<file path="src/rtl/mac_seq_pkg.sv">
// Shared types and constants for the MAC sequencer: FSM states, product width,
// and accumulator saturation bounds.
package mac_seq_pkg;

    typedef enum logic [1:0] {
        ST_IDLE  = 2'd0,
        ST_RUN   = 2'd1,
        ST_DRAIN = 2'd2,
        ST_DONE  = 2'd3
    } state_t;

    localparam int PROD_W = 17;

    function automatic longint acc_max(input int w);
        return (longint'(1) <<< (w - 1)) - longint'(1);
    endfunction

    function automatic longint acc_min(input int w);
        return -(longint'(1) <<< (w - 1));
    endfunction

endpackage

</file>
<file path="src/rtl/mac_sequencer_if.sv">
// Bundles the command, operand stream, multiplier and result handshakes of the
// MAC sequencer; slave is the sequencer side, master the surrounding logic.
interface mac_sequencer_if #(
    parameter int ACC_W = 24,
    parameter int LEN_W = 8
);
    logic             start;
    logic [LEN_W-1:0] len;
    logic             busy;
    logic             in_valid;
    logic             in_ready;
    logic [7:0]       a_mag;
    logic             a_sign;
    logic [7:0]       b_mag;
    logic             b_sign;
    logic [7:0]       mul_a;
    logic [7:0]       mul_b;
    logic             mul_asign;
    logic             mul_bsign;
    logic [15:0]      mul_m;
    logic             mul_sign;
    logic             out_valid;
    logic             out_ready;
    logic [ACC_W-1:0] out_acc;
    logic             out_sat;

    modport slave (
        input  start, len, in_valid, a_mag, a_sign, b_mag, b_sign,
               mul_m, mul_sign, out_ready,
        output busy, in_ready, mul_a, mul_b, mul_asign, mul_bsign,
               out_valid, out_acc, out_sat
    );

    modport master (
        output start, len, in_valid, a_mag, a_sign, b_mag, b_sign,
               mul_m, mul_sign, out_ready,
        input  busy, in_ready, mul_a, mul_b, mul_asign, mul_bsign,
               out_valid, out_acc, out_sat
    );
endinterface

</file>
<file path="src/rtl/mac_sat_acc.sv">
// Saturating two's-complement accumulator with a sticky saturation flag;
// the add is done one bit wider than the accumulator so overflow is visible.
module mac_sat_acc
    import mac_seq_pkg::*;
#(
    parameter int ACC_W = 24
) (
    input  logic                     clk,
    input  logic                     rst_n,
    input  logic signed [PROD_W-1:0] i_prod,
    input  logic                     i_valid,
    input  logic                     i_clear,
    output logic signed [ACC_W-1:0]  o_acc,
    output logic                     o_sat
);
    localparam logic signed [ACC_W:0] C_MAX = (ACC_W + 1)'(acc_max(ACC_W));
    localparam logic signed [ACC_W:0] C_MIN = (ACC_W + 1)'(acc_min(ACC_W));

    logic signed [ACC_W-1:0] r_acc;
    logic                    r_sat;
    logic signed [ACC_W:0]   w_sum;

    assign w_sum = {r_acc[ACC_W-1], r_acc}
                 + {{(ACC_W + 1 - PROD_W){i_prod[PROD_W-1]}}, i_prod};

    always_ff @(posedge clk or negedge rst_n) begin
        if (!rst_n) begin
            r_acc <= '0;
            r_sat <= 1'b0;
        end else if (i_clear) begin
            r_acc <= '0;
            r_sat <= 1'b0;
        end else if (i_valid) begin
            if (w_sum > C_MAX) begin
                r_acc <= C_MAX[ACC_W-1:0];
                r_sat <= 1'b1;
            end else if (w_sum < C_MIN) begin
                r_acc <= C_MIN[ACC_W-1:0];
                r_sat <= 1'b1;
            end else begin
                r_acc <= w_sum[ACC_W-1:0];
            end
        end
    end

    assign o_acc = r_acc;
    assign o_sat = r_sat;
endmodule

</file>
<file path="src/rtl/mac_sequencer.sv">
// Drives a shared sign-magnitude multiplier through an N-term dot product:
// operand register -> product register -> saturating accumulator.
//   state | meaning
//   IDLE  | waiting for start; result of last run still on out_acc
//   RUN   | accepting operand pairs until remaining hits zero
//   DRAIN | letting operand and product stages empty into the accumulator
//   DONE  | result valid, held until out_ready
module mac_sequencer
    import mac_seq_pkg::*;
#(
    parameter int ACC_W = 24,
    parameter int LEN_W = 8
) (
    input  logic            clk,
    input  logic            rst_n,
    mac_sequencer_if.slave  bus
);
    state_t                   r_state;
    logic [LEN_W-1:0]         r_rem;
    logic                     r_busy;
    logic                     r_in_ready;
    logic                     r_out_valid;

    logic                     r_op_vld;
    logic [7:0]               r_a;
    logic [7:0]               r_b;
    logic                     r_as;
    logic                     r_bs;
    logic                     r_prod_vld;
    logic signed [PROD_W-1:0] r_prod;

    logic                     w_hs;
    logic                     w_clear;
    logic signed [PROD_W-1:0] w_prod_mag;

    assign w_hs       = bus.in_valid & r_in_ready;
    assign w_clear    = (r_state == ST_IDLE) & bus.start;
    assign w_prod_mag = {1'b0, bus.mul_m};

    always_ff @(posedge clk or negedge rst_n) begin
        if (!rst_n) begin
            r_state     <= ST_IDLE;
            r_rem       <= '0;
            r_busy      <= 1'b0;
            r_in_ready  <= 1'b0;
            r_out_valid <= 1'b0;
        end else begin
            case (r_state)
                ST_IDLE: begin
                    if (bus.start) begin
                        r_busy <= 1'b1;
                        if (bus.len != '0) begin
                            r_state    <= ST_RUN;
                            r_rem      <= bus.len;
                            r_in_ready <= 1'b1;
                        end else begin
                            r_state     <= ST_DONE;
                            r_out_valid <= 1'b1;
                        end
                    end
                end
                ST_RUN: begin
                    if (w_hs) begin
                        r_rem <= r_rem - LEN_W'(1);
                        if (r_rem == LEN_W'(1)) begin
                            r_state    <= ST_DRAIN;
                            r_in_ready <= 1'b0;
                        end
                    end
                end
                ST_DRAIN: begin
                    if (!r_op_vld && !r_prod_vld) begin
                        r_state     <= ST_DONE;
                        r_out_valid <= 1'b1;
                    end
                end
                ST_DONE: begin
                    if (bus.out_ready) begin
                        r_state     <= ST_IDLE;
                        r_out_valid <= 1'b0;
                        r_busy      <= 1'b0;
                    end
                end
                default: r_state <= ST_IDLE;
            endcase
        end
    end

    // Operand stage zeroes itself when empty so the multiplier inputs idle at 0.
    always_ff @(posedge clk or negedge rst_n) begin
        if (!rst_n) begin
            r_op_vld   <= 1'b0;
            r_a        <= '0;
            r_b        <= '0;
            r_as       <= 1'b0;
            r_bs       <= 1'b0;
            r_prod_vld <= 1'b0;
            r_prod     <= '0;
        end else begin
            r_op_vld <= w_hs;
            if (w_hs) begin
                r_a  <= bus.a_mag;
                r_b  <= bus.b_mag;
                r_as <= bus.a_sign;
                r_bs <= bus.b_sign;
            end else begin
                r_a  <= '0;
                r_b  <= '0;
                r_as <= 1'b0;
                r_bs <= 1'b0;
            end
            r_prod_vld <= r_op_vld;
            r_prod     <= bus.mul_sign ? -w_prod_mag : w_prod_mag;
        end
    end

    mac_sat_acc #(.ACC_W(ACC_W)) u_acc (
        .clk     (clk),
        .rst_n   (rst_n),
        .i_prod  (r_prod),
        .i_valid (r_prod_vld),
        .i_clear (w_clear),
        .o_acc   (bus.out_acc),
        .o_sat   (bus.out_sat)
    );

    assign bus.busy      = r_busy;
    assign bus.in_ready  = r_in_ready;
    assign bus.out_valid = r_out_valid;
    assign bus.mul_a     = r_a;
    assign bus.mul_b     = r_b;
    assign bus.mul_asign = r_as;
    assign bus.mul_bsign = r_bs;
endmodule

</file>
<file path="src/flat_wrapper.sv">
// flat-port wrapper written by rule: the top's interface ports become plain ports
module mac_sequencer_flat import mac_seq_pkg::*;
#(
    parameter int ACC_W = 24,
    parameter int LEN_W = 8
)
  (clk, rst_n, bus_start, bus_len, bus_in_valid, bus_a_mag, bus_a_sign, bus_b_mag, bus_b_sign, bus_mul_m, bus_mul_sign, bus_out_ready, bus_busy, bus_in_ready, bus_mul_a, bus_mul_b, bus_mul_asign, bus_mul_bsign, bus_out_valid, bus_out_acc, bus_out_sat);
  mac_sequencer_if #(.ACC_W(ACC_W), .LEN_W(LEN_W)) bus_i ();
  input  logic clk;
  input  logic rst_n;
  input wire logic [$bits(bus_i.start)-1:0] bus_start;
  input wire logic [$bits(bus_i.len)-1:0] bus_len;
  input wire logic [$bits(bus_i.in_valid)-1:0] bus_in_valid;
  input wire logic [$bits(bus_i.a_mag)-1:0] bus_a_mag;
  input wire logic [$bits(bus_i.a_sign)-1:0] bus_a_sign;
  input wire logic [$bits(bus_i.b_mag)-1:0] bus_b_mag;
  input wire logic [$bits(bus_i.b_sign)-1:0] bus_b_sign;
  input wire logic [$bits(bus_i.mul_m)-1:0] bus_mul_m;
  input wire logic [$bits(bus_i.mul_sign)-1:0] bus_mul_sign;
  input wire logic [$bits(bus_i.out_ready)-1:0] bus_out_ready;
  output wire logic [$bits(bus_i.busy)-1:0] bus_busy;
  output wire logic [$bits(bus_i.in_ready)-1:0] bus_in_ready;
  output wire logic [$bits(bus_i.mul_a)-1:0] bus_mul_a;
  output wire logic [$bits(bus_i.mul_b)-1:0] bus_mul_b;
  output wire logic [$bits(bus_i.mul_asign)-1:0] bus_mul_asign;
  output wire logic [$bits(bus_i.mul_bsign)-1:0] bus_mul_bsign;
  output wire logic [$bits(bus_i.out_valid)-1:0] bus_out_valid;
  output wire logic [$bits(bus_i.out_acc)-1:0] bus_out_acc;
  output wire logic [$bits(bus_i.out_sat)-1:0] bus_out_sat;
  assign bus_i.start = bus_start;
  assign bus_i.len = bus_len;
  assign bus_i.in_valid = bus_in_valid;
  assign bus_i.a_mag = bus_a_mag;
  assign bus_i.a_sign = bus_a_sign;
  assign bus_i.b_mag = bus_b_mag;
  assign bus_i.b_sign = bus_b_sign;
  assign bus_i.mul_m = bus_mul_m;
  assign bus_i.mul_sign = bus_mul_sign;
  assign bus_i.out_ready = bus_out_ready;
  assign bus_busy = bus_i.busy;
  assign bus_in_ready = bus_i.in_ready;
  assign bus_mul_a = bus_i.mul_a;
  assign bus_mul_b = bus_i.mul_b;
  assign bus_mul_asign = bus_i.mul_asign;
  assign bus_mul_bsign = bus_i.mul_bsign;
  assign bus_out_valid = bus_i.out_valid;
  assign bus_out_acc = bus_i.out_acc;
  assign bus_out_sat = bus_i.out_sat;
  mac_sequencer #(.ACC_W(ACC_W), .LEN_W(LEN_W)) u_core (.clk(clk), .rst_n(rst_n), .bus(bus_i));
endmodule
</file>
<file path="config.mk">
export PLATFORM = sky130hd
export DESIGN_NAME = mac_sequencer_flat
export DESIGN_NICKNAME = d
export VERILOG_FILES = /design/src/rtl/mac_seq_pkg.sv /design/src/rtl/mac_sequencer_if.sv /design/src/rtl/mac_sat_acc.sv /design/src/rtl/mac_sequencer.sv /design/src/flat_wrapper.sv
export SDC_FILE = /design/constraint.sdc
export NUM_CORES = 1
export LEC_CHECK = 0
export CAP_MARGIN = 20
export CORE_MARGIN = 8
export CORE_UTILIZATION = 50
export CTS_CLUSTER_DIAMETER = 40
export DETAILED_ROUTE_END_ITERATION = 8
export PLACE_DENSITY = 0.79
export SLEW_MARGIN = 10
export SYNTH_ARGS = -nofsm -noshare
export SYNTH_HDL_FRONTEND = slang
export SYNTH_SLANG_ARGS = --single-unit
export TNS_END_PERCENT = 30
</file>
<file path="constraint.sdc">
create_clock -name clk -period 5.3 [get_ports clk]
set_input_delay 1.325 -clock clk [delete_from_list [all_inputs] [get_ports clk]]
set_output_delay 1.325 -clock clk [all_outputs]
set_load 0.03 [all_outputs]
</file>
==> results.yml, run 1 <==
layout:
  diodes: 0
  layout_common_cells: "92 x clkdlybuf4s50_1, 75 x dfrtp_1, 55 x nand2_1"
  final_util_pct: 64.1
  multiInputGateArea_mm2: 0.00257
  register_area_mm2: 0.00188
  mostFrequentLayoutCell: "clkdlybuf4s50_1"
  stdcell_area_mm2: 0.00583
  num-fill-cells: 750
  drive_gt1_share_pct: 8.98
  area_delta_synth_final_pct: 26.1
  nets: 643
yosys:
  synthFlopType: "dfrtp_1"
  yosysTopAreaCell: "dfrtp_1"
  yosys.area.top_type_share_pct: 40.6
  synth_edf_count: 0
  syn_nets: 555
  yosysSeqAreaShare_pct: 40.6
  ys_top_cells_by_area: "dfrtp_1 41%, ha_1 8.4%, o211ai_2 4.9%"
  synth_area_mm2: 0.00463
  syn_avg_cell_area_um2: 9.74
  synth_cells: 475
  synth-async-reset-ratio_pct: 100
  ys_ff_latch: 75
  ys_types: 66
  ys_warn_count: 0
global_route:
  grt_pass1_wl_um: 19400
  grt_max_degree: 76
  first_global_vias: 4122
  track_usage_pct: 18.8
  overflow: 0
  antenna_found_initial: 0
sta:
  finalHoldViolations: 0
  finalSetupTns_ns: 0
  finalSetupViolations: 0
  worst_slew_pin_slew_ns: 0.977
  holdWs_ns: 0.393
  fmax_mhz: 283
  rsz0062_at_grt: "false"
  min_period_ns: 3.53
  post-route-period-util_pct: 66.6
  skew_ns: 0.0116
  maxSlewViolCount: 0
  slew_headroom_pct: 34.9
critical_path:
  critPathLaunchType: "flop"
  end_kind: "flop"
  crit_arrival_ns: 3.78
  cp_slowest_stage_delay_ns: 0.40
  critical_path.most_common_cell: "o2111ai_1"
  reg2reg_to: "u_core.u_acc.o_acc[15]"
  critPathKind: "reg -> reg"
  endpoint: "u_core.u_acc.o_acc[15]"
  ff2ff_path_depth: 12
  crit_start: "u_core.u_acc.o_acc[0]"
  rr_startpoint: "u_core.u_acc.o_acc[0]"
  worst_path_max_delay_cell: "a211oi_2"
  required_ns: 5.55
  r2r_slack_ns: 1.77
  path_cells: "ha_1 -> inv_1 -> fa_1 -> and2b_1 -> o2111ai_1 -> a211oi_2 -> o2111ai_1 -> and4_4 -> mux2i_1 -> nand3_1 -> buf_4 -> o311ai_2"
  path_max_fanout: 15
drt:
  post_drt_wl_per_cell_um: 16.9
  wirelength_um: 11400
  drt_first_pass_iters: 4
  vias: 3959
  ant_nets: 0
  viasPerCell: 5.83
  drc_errors: 0
  drtIter0Drc: 148
floorplan:
  io_pins: 94
  die_area_mm2: 0.0126
  rows: 35
  core_mm2: 0.00911
  die_h_um: 112
  die_x_um: 112
  initial_utilization_pct: 50.8
cts:
  cts-root-buf: "clkbuf_8"
  cts_resized: 0
  htree_num_levels: 3
  postCtsHoldBufs: 0
  clk_latency_ns: 0.35
  cts_made_buffers: 9
  cts_sinks: 75
  clk_pin_slew_ns: 0.08
  cts_tree: "yes"
  cts_setup_buffers: 0
  clockBufferDepth: 2
power:
  powerDensity_mw_per_mm2: 592
  max-vdd-ir-drop_mv: 0.249
  p_leak_nw: 2.58
placed_design:
  dp_hpwl_um: 8550
  io_buffers: 93
  dpl-instance-area_mm2: 0.00560
  gp_congestion: 0.832
flow_run:
  cap_violations: 0
run_status:
  status: "complete, no violations"
min_path:
  hold_path.class: "reg -> reg"
-- cells by family after synthesis --
group                      synth area share [%]
xor gates and xnor gates                   6.06
adders and majority gates                  8.82
muxes                                     0.649
AOI/OAI and AO/OA                          24.1
and+or+nand+nor                            15.9
buffers and inverters                      3.92
DFF                                        40.6
-- synth_stat cells, types with 3 or more instances --
cell type / instances
a21oi_1: 33
o22ai_1: 7
nor2_1: 16
nand2_1: 55
nand3_1: 16
o211ai_1: 7
nand2b_1: 4
o21bai_1: 3
nor2b_1: 4
o21ai_0: 33
buf_2: 4
dfrtp_1: 75
clkbuf_1: 10
inv_1: 20
a21o_1: 11
mux2i_1: 3
and3_1: 21
buf_6: 3
o2111ai_1: 3
xor2_1: 12
o31ai_1: 3
ha_1: 31
nor3_1: 8
a211oi_1: 4
xnor2_1: 20
o211ai_2: 18
or3_1: 6
-- state kept, by name, indices dropped and copies added (netlist names) --
name	cells
u_core.u_acc.o_acc	24
u_core.r_prod	17
u_core.bus.mul_a	8
u_core.bus.mul_b	8
u_core.r_rem	8
u_core.r_state	2
u_core.bus.busy	1
u_core.bus.in_ready	1
u_core.bus.mul_asign	1
u_core.bus.mul_bsign	1
u_core.bus.out_valid	1
u_core.r_op_vld	1
u_core.r_prod_vld	1
u_core.u_acc.o_sat	1
-- worst max-delay path, delay by kind of cell, from the launching register on --
| kind | cells | cell delay (ns) |
|---|---|---|
| AO/OA/AOI/OAI | 4 | 1.10 |
| flip-flops | 1 | 0.38 |
| buffers and inverters | 2 | 0.43 |
| AND/OR/NAND/NOR | 3 | 0.85 |
| multiplexers | 1 | 0.12 |
| adder cells (fa/ha/maj) | 2 | 0.56 |
-- power breakdown --
| group | total [mW] | internal (mW) | switching (mW) |
|---|---|---|---|
| combinational | 2.06 | 0.865 | 1.19 |
| sequential | 0.898 | 0.749 | 0.149 |
| clock | 0.499 | 0.278 | 0.221 |
-- final cells by class --
| type | count | share of cell area [%] |
|---|---|---|
| clock buffer | 10 | 2.36 |
| timing repair buffer | 96 | 16.3 |
| inverter | 20 | 1.29 |
| clock inverter | 6 | 1.48 |
| multi-input combinational | 361 | 44.0 |
| tap | 111 | 2.38 |
| sequential | 75 | 32.2 |
-- metrics by stage --
| step | power [mW] | setup WS [ns] | std cells |
|---|---|---|---|
| floorplan | 2.40 | 2.36 | 475 |
| global placement | 2.88 | 1.63 | 662 |
| detailed placement | 2.95 | 1.51 | 662 |
| CTS | 3.46 | 1.74 | 678 |
| global route | 3.71 | 1.47 | 679 |
| finish | 3.45 | 1.77 | 679 |
-- routing by layer --
layer	vias up	routed length, µm	global-route usage [%]
met4	0	149	7.01
met2	149	5310	30.8
met1	1882	4860	21.5
li1	1914	-	-
met3	14	1130	7.62
met5	-	0	0
-- worst min path at each step --
stage	from	end	slack, ns	cells after the start
floorplan	u_core.r_op_vld	u_core.r_prod_vld	0.35	0
global placement	u_core.r_op_vld	u_core.r_prod_vld	0.37	0
detailed placement	u_core.r_op_vld	u_core.r_prod_vld	0.37	0
CTS	u_core.r_op_vld	u_core.r_prod_vld	0.41	0
global route	u_core.r_op_vld	u_core.r_prod_vld	0.41	0
finish	u_core.r_op_vld	u_core.r_prod_vld	0.39	0
Power figures use the tool's default switching activity.
==> run 2, diff against run 1 <==
==> constraint.sdc (replaced) <==
create_clock -name clk -period 3.6 [get_ports clk]
set_input_delay 0.9 -clock clk [delete_from_list [all_inputs] [get_ports clk]]
set_output_delay 0.9 -clock clk [all_outputs]
set_load 0.03 [all_outputs]
==> results.yml, run 2 (synthesis results as in run 1) <==
run_status:
  status: "complete, no violations"
global_route:
  grt_max_degree: 76
  track_usage_pct: 18.3
  antenna_found_initial: 0
  overflow: 0
  grt_pass1_wl_um: 19100
  first_global_vias: 4073
power:
  powerDensity_mw_per_mm2: 865
  p_leak_nw: 2.59
  max-vdd-ir-drop_mv: 0.369
sta:
  fmax_mhz: 321
  post-route-period-util_pct: 86.5
  slew_headroom_pct: 36.3
  min_period_ns: 3.11
  skew_ns: 0.00914
  rsz0062_at_grt: "false"
  finalWorstSetupSlack_ns: 0.485
  maxSlewViolCount: 0
  finalHoldViolations: 0
  finalSetupTns_ns: 0
  finalSetupViolations: 0
  worst_slew_pin_slew_ns: 0.956
cts:
  cts-root-buf: "clkbuf_8"
  cts_tree: "yes"
  clockBufferDepth: 2
  cts_resized: 0
  htree_num_levels: 3
  clk_pin_slew_ns: 0.09
  postCtsHoldBufs: 0
  cts_made_buffers: 9
  clk_latency_ns: 0.35
  cts_setup_buffers: 0
  cts_sinks: 75
placed_design:
  dp_hpwl_um: 8600
  io_buffers: 93
  dp_slack_ns: 0.523
  gp_congestion: 0.870
  dpl-instance-area_mm2: 0.00563
layout:
  diodes: 0
  largest_reg_flops: 24
  drive_gt1_share_pct: 9.30
  nets: 645
  layout_common_cells: "92 x clkdlybuf4s50_1, 75 x dfrtp_1, 55 x nand2_1"
  area_delta_synth_final_pct: 26.1
  stdcell_area_mm2: 0.00584
  final_util_pct: 64.1
  mostFrequentLayoutCell: "clkdlybuf4s50_1"
critical_path:
  critPathKind: "reg -> reg"
  path_cells: "ha_1 -> inv_1 -> fa_1 -> and2b_1 -> o2111ai_1 -> a211oi_2 -> o2111ai_1 -> a21oi_1 -> or3_4 -> o22a_4 -> o311ai_2"
  required_ns: 3.81
  path_max_fanout: 21
  critical_path.most_common_cell: "o2111ai_1"
  critPathLaunchType: "flop"
  crit_arrival_ns: 3.32
  end_kind: "flop"
  worst_path_max_delay_cell: "dfrtp_1"
  path_delay_family: "compound AO/OA/AOI/OAI gates"
  crit_buf_inv: 1
  cp_slowest_stage_delay_ns: 0.38
drt:
  ant_nets: 0
  drt_first_pass_iters: 4
  drc_errors: 0
  post_drt_wl_per_cell_um: 16.6
  viasPerCell: 5.73
  vias: 3902
  wirelength_um: 11300
  drtIter0Drc: 197
floorplan:
  initial_utilization_pct: 50.8
  die_h_um: 112
  io_pins: 94
  die_area_mm2: 0.0126
  core_mm2: 0.00911
  rows: 35
  die_x_um: 112
min_path:
  hold_path.class: "reg -> reg"
flow_run:
  cap_violations: 0
==> run 2: worst paths after layout <==
| path | startpoint | to | slack, ns | cells after the start |
|---|---|---|---|---|
| max | u_core.u_acc.o_acc[0] | u_core.u_acc.o_acc[15] | 0.49 | 11 |
| min | u_core.r_op_vld | u_core.r_prod_vld | 0.38 | 0 |
| max reg2reg | u_core.u_acc.o_acc[0] | u_core.u_acc.o_acc[15] | 0.49 | 11 |
| min reg2reg | u_core.r_op_vld | u_core.r_prod_vld | 0.38 | 0 |
| max in group asynchronous | rst_n | u_core.r_state[1] | 2.28 | 1 |
| min in group asynchronous | rst_n | u_core.u_acc.o_acc[18] | 0.68 | 1 |
==> run 2: routing by layer <==
layer	global-route usage, %	wire length [µm]	vias to the layer above
li1	-	-	1920
met2	30.4	5320	122
met5	0	0	-
met1	21.6	4870	1841
met3	6.82	998	19
met4	5.58	132	0
==> run 2: power breakdown <==
group / internal [mW] / total [mW] / switching [mW] / leakage (nW)
Combinational: 1.28 / 3.04 / 1.76 / 1.57
Clock: 0.348 / 0.684 / 0.336 / 0.109
Sequential: 1.10 / 1.32 / 0.220 / 0.907
Total: 2.73 / 5.05 / 2.31 / 2.59
==> run 2: worst reg2reg max path, stage by stage, from the launching register on <==
cell and delay (ns):
dfrtp_1 0.38, ha_1 0.20, inv_1 0.06, fa_1 0.37, and2b_1 0.24, o2111ai_1 0.17, a211oi_2 0.35, o2111ai_1 0.17
a21oi_1 0.29, or3_4 0.19, o22a_4 0.38, o311ai_2 0.17
==> run 2: area by class of cell <==
| class | instances | area, µm² |
|---|---|---|
| well taps | 111 | 139 |
| clock inverters | 6 | 72.6 |
| repair buffers | 98 | 966 |
| clock buffers | 10 | 138 |
| inverters | 20 | 75.1 |
| fillers | 763 | 3270 |
| multi-input cells | 361 | 2570 |
| flip-flops and latches | 75 | 1880 |
==> run 2: metrics by stage <==
step	std cells	power (mW)	hold WS (ns)
after global placement	665	4.27	0.360
after global routing	681	5.41	0.388
final	681	5.05	0.377
after floorplan	475	3.54	0.349
after CTS	681	5.08	0.381
after detailed placement	665	4.37	0.362
==> RTL edit 1 (config.mk and constraints of run 2) <==
Make the reset (`rst_n`) synchronous in 3 clocked blocks.
--- a/src/rtl/mac_sat_acc.sv
+++ b/src/rtl/mac_sat_acc.sv
@@ -23,7 +23,7 @@
     assign w_sum = {r_acc[ACC_W-1], r_acc}
                  + {{(ACC_W + 1 - PROD_W){i_prod[PROD_W-1]}}, i_prod};
 
-    always_ff @(posedge clk or negedge rst_n) begin
+    always_ff @(posedge clk) begin
         if (!rst_n) begin
             r_acc <= '0;
             r_sat <= 1'b0;
--- a/src/rtl/mac_sequencer.sv
+++ b/src/rtl/mac_sequencer.sv
@@ -37,7 +37,7 @@
     assign w_clear    = (r_state == ST_IDLE) & bus.start;
     assign w_prod_mag = {1'b0, bus.mul_m};
 
-    always_ff @(posedge clk or negedge rst_n) begin
+    always_ff @(posedge clk) begin
         if (!rst_n) begin
             r_state     <= ST_IDLE;
             r_rem       <= '0;
@@ -87,7 +87,7 @@
     end
 
     // Operand stage zeroes itself when empty so the multiplier inputs idle at 0.
-    always_ff @(posedge clk or negedge rst_n) begin
+    always_ff @(posedge clk) begin
         if (!rst_n) begin
             r_op_vld   <= 1'b0;
             r_a        <= '0;
Function: differs if rst_n is asserted again (counterexample within 4 cycles, from zero or initial values and one cycle with rst_n low); with rst_n held inactive, the same outputs for 10 cycles.
==> RTL edit 1 against run 2 <==
- non-clock buffer count up 5
- clock skew up 0.0058 ns
- design area down 0.99%
- synthesized area down 2.9%
- worst setup slack better by 0.0066 ns
- via count up 3.3%
- sequential cell count unchanged
- first-iteration DRC count down 16%
- count of clock-buffer cells in the layout up 1
- routed wire length down 2.0%
- critical path type unchanged
Power is not compared: it rests on default switching activity, and its combinational part moved more than twofold at a synthesized area within 25%.
==> RTL edit 1: results (changes against run 2) <==
- The detailed-placement wirelength estimate is 8.43 mm (-2.0%).
- The routed length on met1 is 4.51 mm (-7.4%).
- The critical register-to-register path endpoint is u_core.u_acc.o_acc[4].
- The total number of vias is 4031 (+3.3%).
- The number of non-clock buffers is 103 (+5.1%).
- The highest attainable clock frequency was 322 MHz (+0.21%).
- The number of fill cells is 678 (-11%).
- The met3 layer wire length in the routed design was 803 microns (-20%).
- The maximum fanout along the worst path came to 16 (-24%).
- The global-route track usage on met2 is 0.326 (+0.0220).
- The wire length of the first global-routing pass is 18.8 mm (-1.7%).
- In the synthesized netlist, the cells that appear most often are 75 x sky130_fd_sc_hd__dfxtp_1, 54 x sky130_fd_sc_hd__nand2_1, 46 x sky130_fd_sc_hd__o21ai_0, 40 x sky130_fd_sc_hd__a21oi_1, 32 x sky130_fd_sc_hd__and2_1.
- The number of global-route vias before repair is 4214 (+3.5%).
- The share of post-route cells with drive strength above 1 is 0.0863 (-0.00666).
- The setup skew after layout is 0.0150 ns (+0.00584 ns).
- The path depth of the worst reg2reg path is 12 (+1).
- The share of cell area taken by multi-input logic gates came to 0.489 (+0.0488).
- The worst hold slack was 0.443 ns (+0.0659 ns).
- The clock buffer count in the final layout is 11 (+1).
- The count of distinct cell types in the synthesized netlist is 60 (-9.1%).
- The number of nets in the final layout was 689 (+6.8%).
- The hold path endpoint is u_core.u_acc.o_sat.
- The met3 track utilization from global routing is 0.0644 (-0.00378).
- The number of multi-input combinational cells came to 401 (+11%).
- The floorplan row count is 34 (-2.9%).
- The run finished with clean final reports.
- The routed via count divided by cell count is 5.58 (-2.6%).
- The share of the yosys chip area belonging to registers is 0.334 (-0.0715).
- The proportion of synthesized flip-flops having asynchronous set or reset is 0 (-1.00).
- The sequential cell area in the final layout is 0.00150 sq mm (-20%).
- The number of standard cells after synthesis is 511 (+7.6%).
- The depth of the worst hold-timing path is 2 (+2).
- The cell area reported after detailed placement is 0.00555 sq mm (-1.3%).
- The start point of the worst hold path is u_core.u_acc.o_sat.
- The first-iteration detailed-routing DRC count was 165 (-16%).
- The number of signal-net inverters in the final layout came to 19 (-5.0%).
- The worst slack at placement is 0.376 ns (-0.146 ns).
- The share of the final layout cell area in sequential cells was 0.260 (-0.0618).
- By area the synthesized netlist is led by sky130_fd_sc_hd__dfxtp_1 33%, sky130_fd_sc_hd__ha_1 8.6%, sky130_fd_sc_hd__a21oi_4 7.2%.
- The number of placed instances, taps included is 706 (+6.2%).
- The normalized max-slew margin was 0.642 (+0.280).
- The total wire length is 11.1 mm (-2.0%).
- The global-route met1 utilization is 0.186 (-0.0295).
- The mux contribution to synthesized area was 0.00780 (+0.00131).
- For this run, the leading register cell type out of synthesis is sky130_fd_sc_hd__dfxtp_1.
- The portion of the layout cell area used by non-clock buffers is 0.176 (+0.0107).
- The arithmetic-cell share of the synthesized area counting full adders, half adders and majority gates is 0.0908 (+0.00263).
- The reg-to-reg startpoint is u_core.u_acc.o_acc[0].
- The net count after synthesis is 591 (+6.5%).
[RTL edit 1: changes by cell type after synthesis, sizes merged, moves of 11 or more]
| cell | delta |
|---|---|
| o21ai | +14 |
| o211ai | -22 |
| dfxtp | +75 |
| and3 | -18 |
| nand2b | +11 |
| and2 | +31 |
| a21oi | +26 |
| dfrtp | -75 |
[RTL edit 1: worst max-delay path: stages, from the launching register on]
cell and delay [ns]:
sky130_fd_sc_hd__dfxtp_1 0.37, sky130_fd_sc_hd__ha_1 0.21, sky130_fd_sc_hd__inv_1 0.07, sky130_fd_sc_hd__fa_1 0.38, sky130_fd_sc_hd__nand2b_1 0.19, sky130_fd_sc_hd__a21oi_1 0.30
sky130_fd_sc_hd__o211ai_1 0.17, sky130_fd_sc_hd__nand3_1 0.19, sky130_fd_sc_hd__a211oi_1 0.12, sky130_fd_sc_hd__or3_1 0.38, sky130_fd_sc_hd__o311a_4 0.29, sky130_fd_sc_hd__buf_4 0.23
sky130_fd_sc_hd__a21oi_4 0.11
==> RTL edit 2 (flow settings as in run 2) <==
Without the edit above. `LEN_W` is set to 8 in 3 places; all go to 32.
--- a/src/rtl/mac_sequencer_if.sv
+++ b/src/rtl/mac_sequencer_if.sv
@@ -2,7 +2,7 @@
 // MAC sequencer; slave is the sequencer side, master the surrounding logic.
 interface mac_sequencer_if #(
     parameter int ACC_W = 24,
-    parameter int LEN_W = 8
+    parameter int LEN_W = 32
 );
     logic             start;
     logic [LEN_W-1:0] len;
--- a/src/rtl/mac_sequencer.sv
+++ b/src/rtl/mac_sequencer.sv
@@ -9,7 +9,7 @@
     import mac_seq_pkg::*;
 #(
     parameter int ACC_W = 24,
-    parameter int LEN_W = 8
+    parameter int LEN_W = 32
 ) (
     input  logic            clk,
     input  logic            rst_n,
--- a/src/flat_wrapper.sv
+++ b/src/flat_wrapper.sv
@@ -2,7 +2,7 @@
 module mac_sequencer_flat import mac_seq_pkg::*;
 #(
     parameter int ACC_W = 24,
-    parameter int LEN_W = 8
+    parameter int LEN_W = 32
 )
   (clk, rst_n, bus_start, bus_len, bus_in_valid, bus_a_mag, bus_a_sign, bus_b_mag, bus_b_sign, bus_mul_m, bus_mul_sign, bus_out_ready, bus_busy, bus_in_ready, bus_mul_a, bus_mul_b, bus_mul_asign, bus_mul_bsign, bus_out_valid, bus_out_acc, bus_out_sat);
   mac_sequencer_if #(.ACC_W(ACC_W), .LEN_W(LEN_W)) bus_i ();
Interface: changed (resized bus_len); port bits go from 94 to 118. No check against the original RTL was run, so the function may have changed too.
==> RTL edit 2 against run 2 <==
- worst setup slack lost 0.0050 ns
- die area grew 25%
- clock power grew 31%
- critical path depth shrank 3
- design area grew 30%
- total power shrank 55%
- global-route usage grew 2.1 points
- sequential cell count grew 24
- critical path type is now input port to flop
- routed wire length grew 41%
- largest power group is now registers
- synthesized area grew 29%
==> RTL edit 2: results (changes against run 2) <==
- The tree is rooted in a sky130_fd_sc_hd__clkbuf_16.
- The post-synthesis area per instance is 9.20 sq um (-5.6%).
- The net count after synthesis is 756 (+36%).
- The total number of vias came to 5466 (+40%).
- The register ranked first by flip-flop count is u_core.r_rem.
- The cell area reported after detailed placement was 0.00733 sq mm (+30%).
- The count of distinct cell types in the synthesized netlist is 63 (-4.5%).
- The share of post-route cells with drive strength above 1 was 0.0535 (-0.0395).
- The worst-margin pin slew is 0.817 ns (-0.139 ns).
- The detail-routed net length per standard cell is 17.5 microns (+5.5%).
- The number of buffers inserted by port buffering is 117 (+26%).
- The sequential cell area in the final layout is 0.00248 sq mm (+32%).
- By count the netlist is led by 99 x sky130_fd_sc_hd__dfrtp_1, 76 x sky130_fd_sc_hd__a21oi_1, 57 x sky130_fd_sc_hd__nand2_1, 47 x sky130_fd_sc_hd__o21ai_0, 37 x sky130_fd_sc_hd__nor2_1.
- The proportion of synthesized flip-flops having asynchronous set or reset is 1.00 (unchanged).
- By area the synthesized netlist is led by sky130_fd_sc_hd__dfrtp_1 41%, sky130_fd_sc_hd__ha_1 6.7%, sky130_fd_sc_hd__a21oi_1 6.4%.
- The arrival time of the worst setup path is 3.38 ns (+0.06 ns).
- The final weighted congestion in routability-driven placement is 0.955 (+9.8%).
- The detailed-placement wirelength estimate came to 12.1 mm (+41%).
- The flow ran to the end, and the final reports show no timing, DRC or antenna violations.
- The wire length of the first global-routing pass is 26.6 mm (+39%).
- The clock network latency to the later pin of the worst-skew pair is 0.34 ns.
- The count of TritonRoute iterations in the first routing pass is 5 (+1).
- The buffer depth of the longest clock path is 2 (unchanged).
- The total wire length is 16.0 mm (+41%).
- The die outline area is 0.0157 sq mm (+25%).
- The met3 layer wire length in the routed design was 976 microns (-2.2%).
- The number of fill cells is 974 (+28%).
- The number of placed instances, taps included is 899 (+35%).
- The net switching fraction of the power is 0.235 (-0.223).
- The remaining design rule violation count is 0 (unchanged).
- The overall track demand over capacity in global routing is 0.204 (+0.0209).
- The Yosys warning count is 0 (unchanged).
- The static leakage power is 0.00342 uW (+32%).
- The largest vdd supply drop is 0.000206 V (-44%).
- The clock transition time at the flip-flop clock pins of the worst setup and hold paths came to 0.07 ns (-0.02 ns).
- The pin count of the biggest net entering global routing is 63 (-17%).
- The share of the yosys chip area belonging to registers is 0.414 (+0.00817).
- The first-iteration detailed-routing DRC count is 416 (+110%).
- The number of nets in the final layout came to 868 (+35%).
- The H-tree level count was 3 (unchanged).
- The setup skew after layout is 0.00723 ns (-0.00190 ns).
- The worst hold-check path type is flop to flop.
- The TritonCTS buffer count is 9 (unchanged).
- The length of routed met2 wiring is 8.01 mm (+51%).
- The flip-flop count of the largest register, all copies and words added is 32 (+33%).
- The routed length on met1 came to 6.66 mm (+37%).
- The maximum fanout along the worst path is 14 (-33%).
## RTL edit 2: changes by cell type after synthesis, moves of 12 or more
cell,run 2,this run
sky130_fd_sc_hd__a21oi_1,33,76
sky130_fd_sc_hd__dfrtp_1,75,99
sky130_fd_sc_hd__nor2_1,16,37
sky130_fd_sc_hd__a221o_1,0,20
sky130_fd_sc_hd__o211ai_2,18,0
sky130_fd_sc_hd__o21ai_0,33,47
sky130_fd_sc_hd__nor4_1,2,14
## RTL edit 2: final timing paths
kind                            slack (ns)                endpoint                  start  depth (start not counted)
worst min-delay path                  0.38       u_core.r_prod_vld        u_core.r_op_vld                          0
max in group asynchronous             2.23     u_core.bus.mul_b[4]                  rst_n                          2
worst max register to register        0.53  u_core.u_acc.o_acc[10]  u_core.u_acc.o_acc[0]                         12
worst min register to register        0.38       u_core.r_prod_vld        u_core.r_op_vld                          0
min in group asynchronous             0.63  u_core.u_acc.o_acc[21]                  rst_n                          1
worst max-delay path                  0.48        u_core.r_rem[21]             bus_len[6]                          8
## RTL edit 2: logic make-up after synthesis
group	share of synthesized area
AOI/OAI and AO/OA	0.235
and+or+nand+nor	0.186
DFF	0.414
buffers and inverters	0.0307
xor gates and xnor gates	0.0497
adders and majority gates	0.0702
muxes	0.0140
## RTL edit 2: cell type report
cell class,count,share of cell area
flip-flops and latches,99,0.326
repair buffers,128,0.166
multi-input cells,508,0.440
clock buffers,11,0.0333
inverters,17,0.00840
well taps,147,0.0242
clock inverters,3,0.00198
## RTL edit 2: power groups by stage
stage	clock network, uW	logic, uW	registers [uW]
3_3_place_gp	0	245	1160
5_1_grt	950	281	1140
3_5_place_dp	0	255	1160
6_report	899	254	1140
4_1_cts	913	256	1140
2_1_floorplan	0	112	1160
## RTL edit 2: stage by stage
step / power, uW / hold slack (ns) / worst slack [ns]
5_1_grt: 2370 / 0.405 / 0.296
3_3_place_gp: 1410 / 0.367 / 0.321
2_1_floorplan: 1270 / 0.349 / 0.814
4_1_cts: 2310 / 0.383 / 0.523
6_report: 2290 / 0.382 / 0.480
3_5_place_dp: 1420 / 0.368 / 0.190
## RTL edit 2: worst max-delay path: stages
cell and delay [ns]:
sky130_fd_sc_hd__clkdlybuf4s50_1 0.45, sky130_fd_sc_hd__nor4_1 0.44, sky130_fd_sc_hd__nand4_1 0.23, sky130_fd_sc_hd__o21ai_0 0.44
sky130_fd_sc_hd__a21oi_4 0.11, sky130_fd_sc_hd__nand2b_1 0.47, sky130_fd_sc_hd__o22ai_1 0.17, sky130_fd_sc_hd__a21oi_1 0.16
## RTL edit 2: metal layers
| layer | vias to the layer above | global-route usage |
|---|---|---|
| met5 | - | 0 |
| met4 | 0 | 0.0910 |
| met3 | 27 | 0.0501 |
| met2 | 190 | 0.352 |
| met1 | 2601 | 0.235 |
| li1 | 2648 | - |
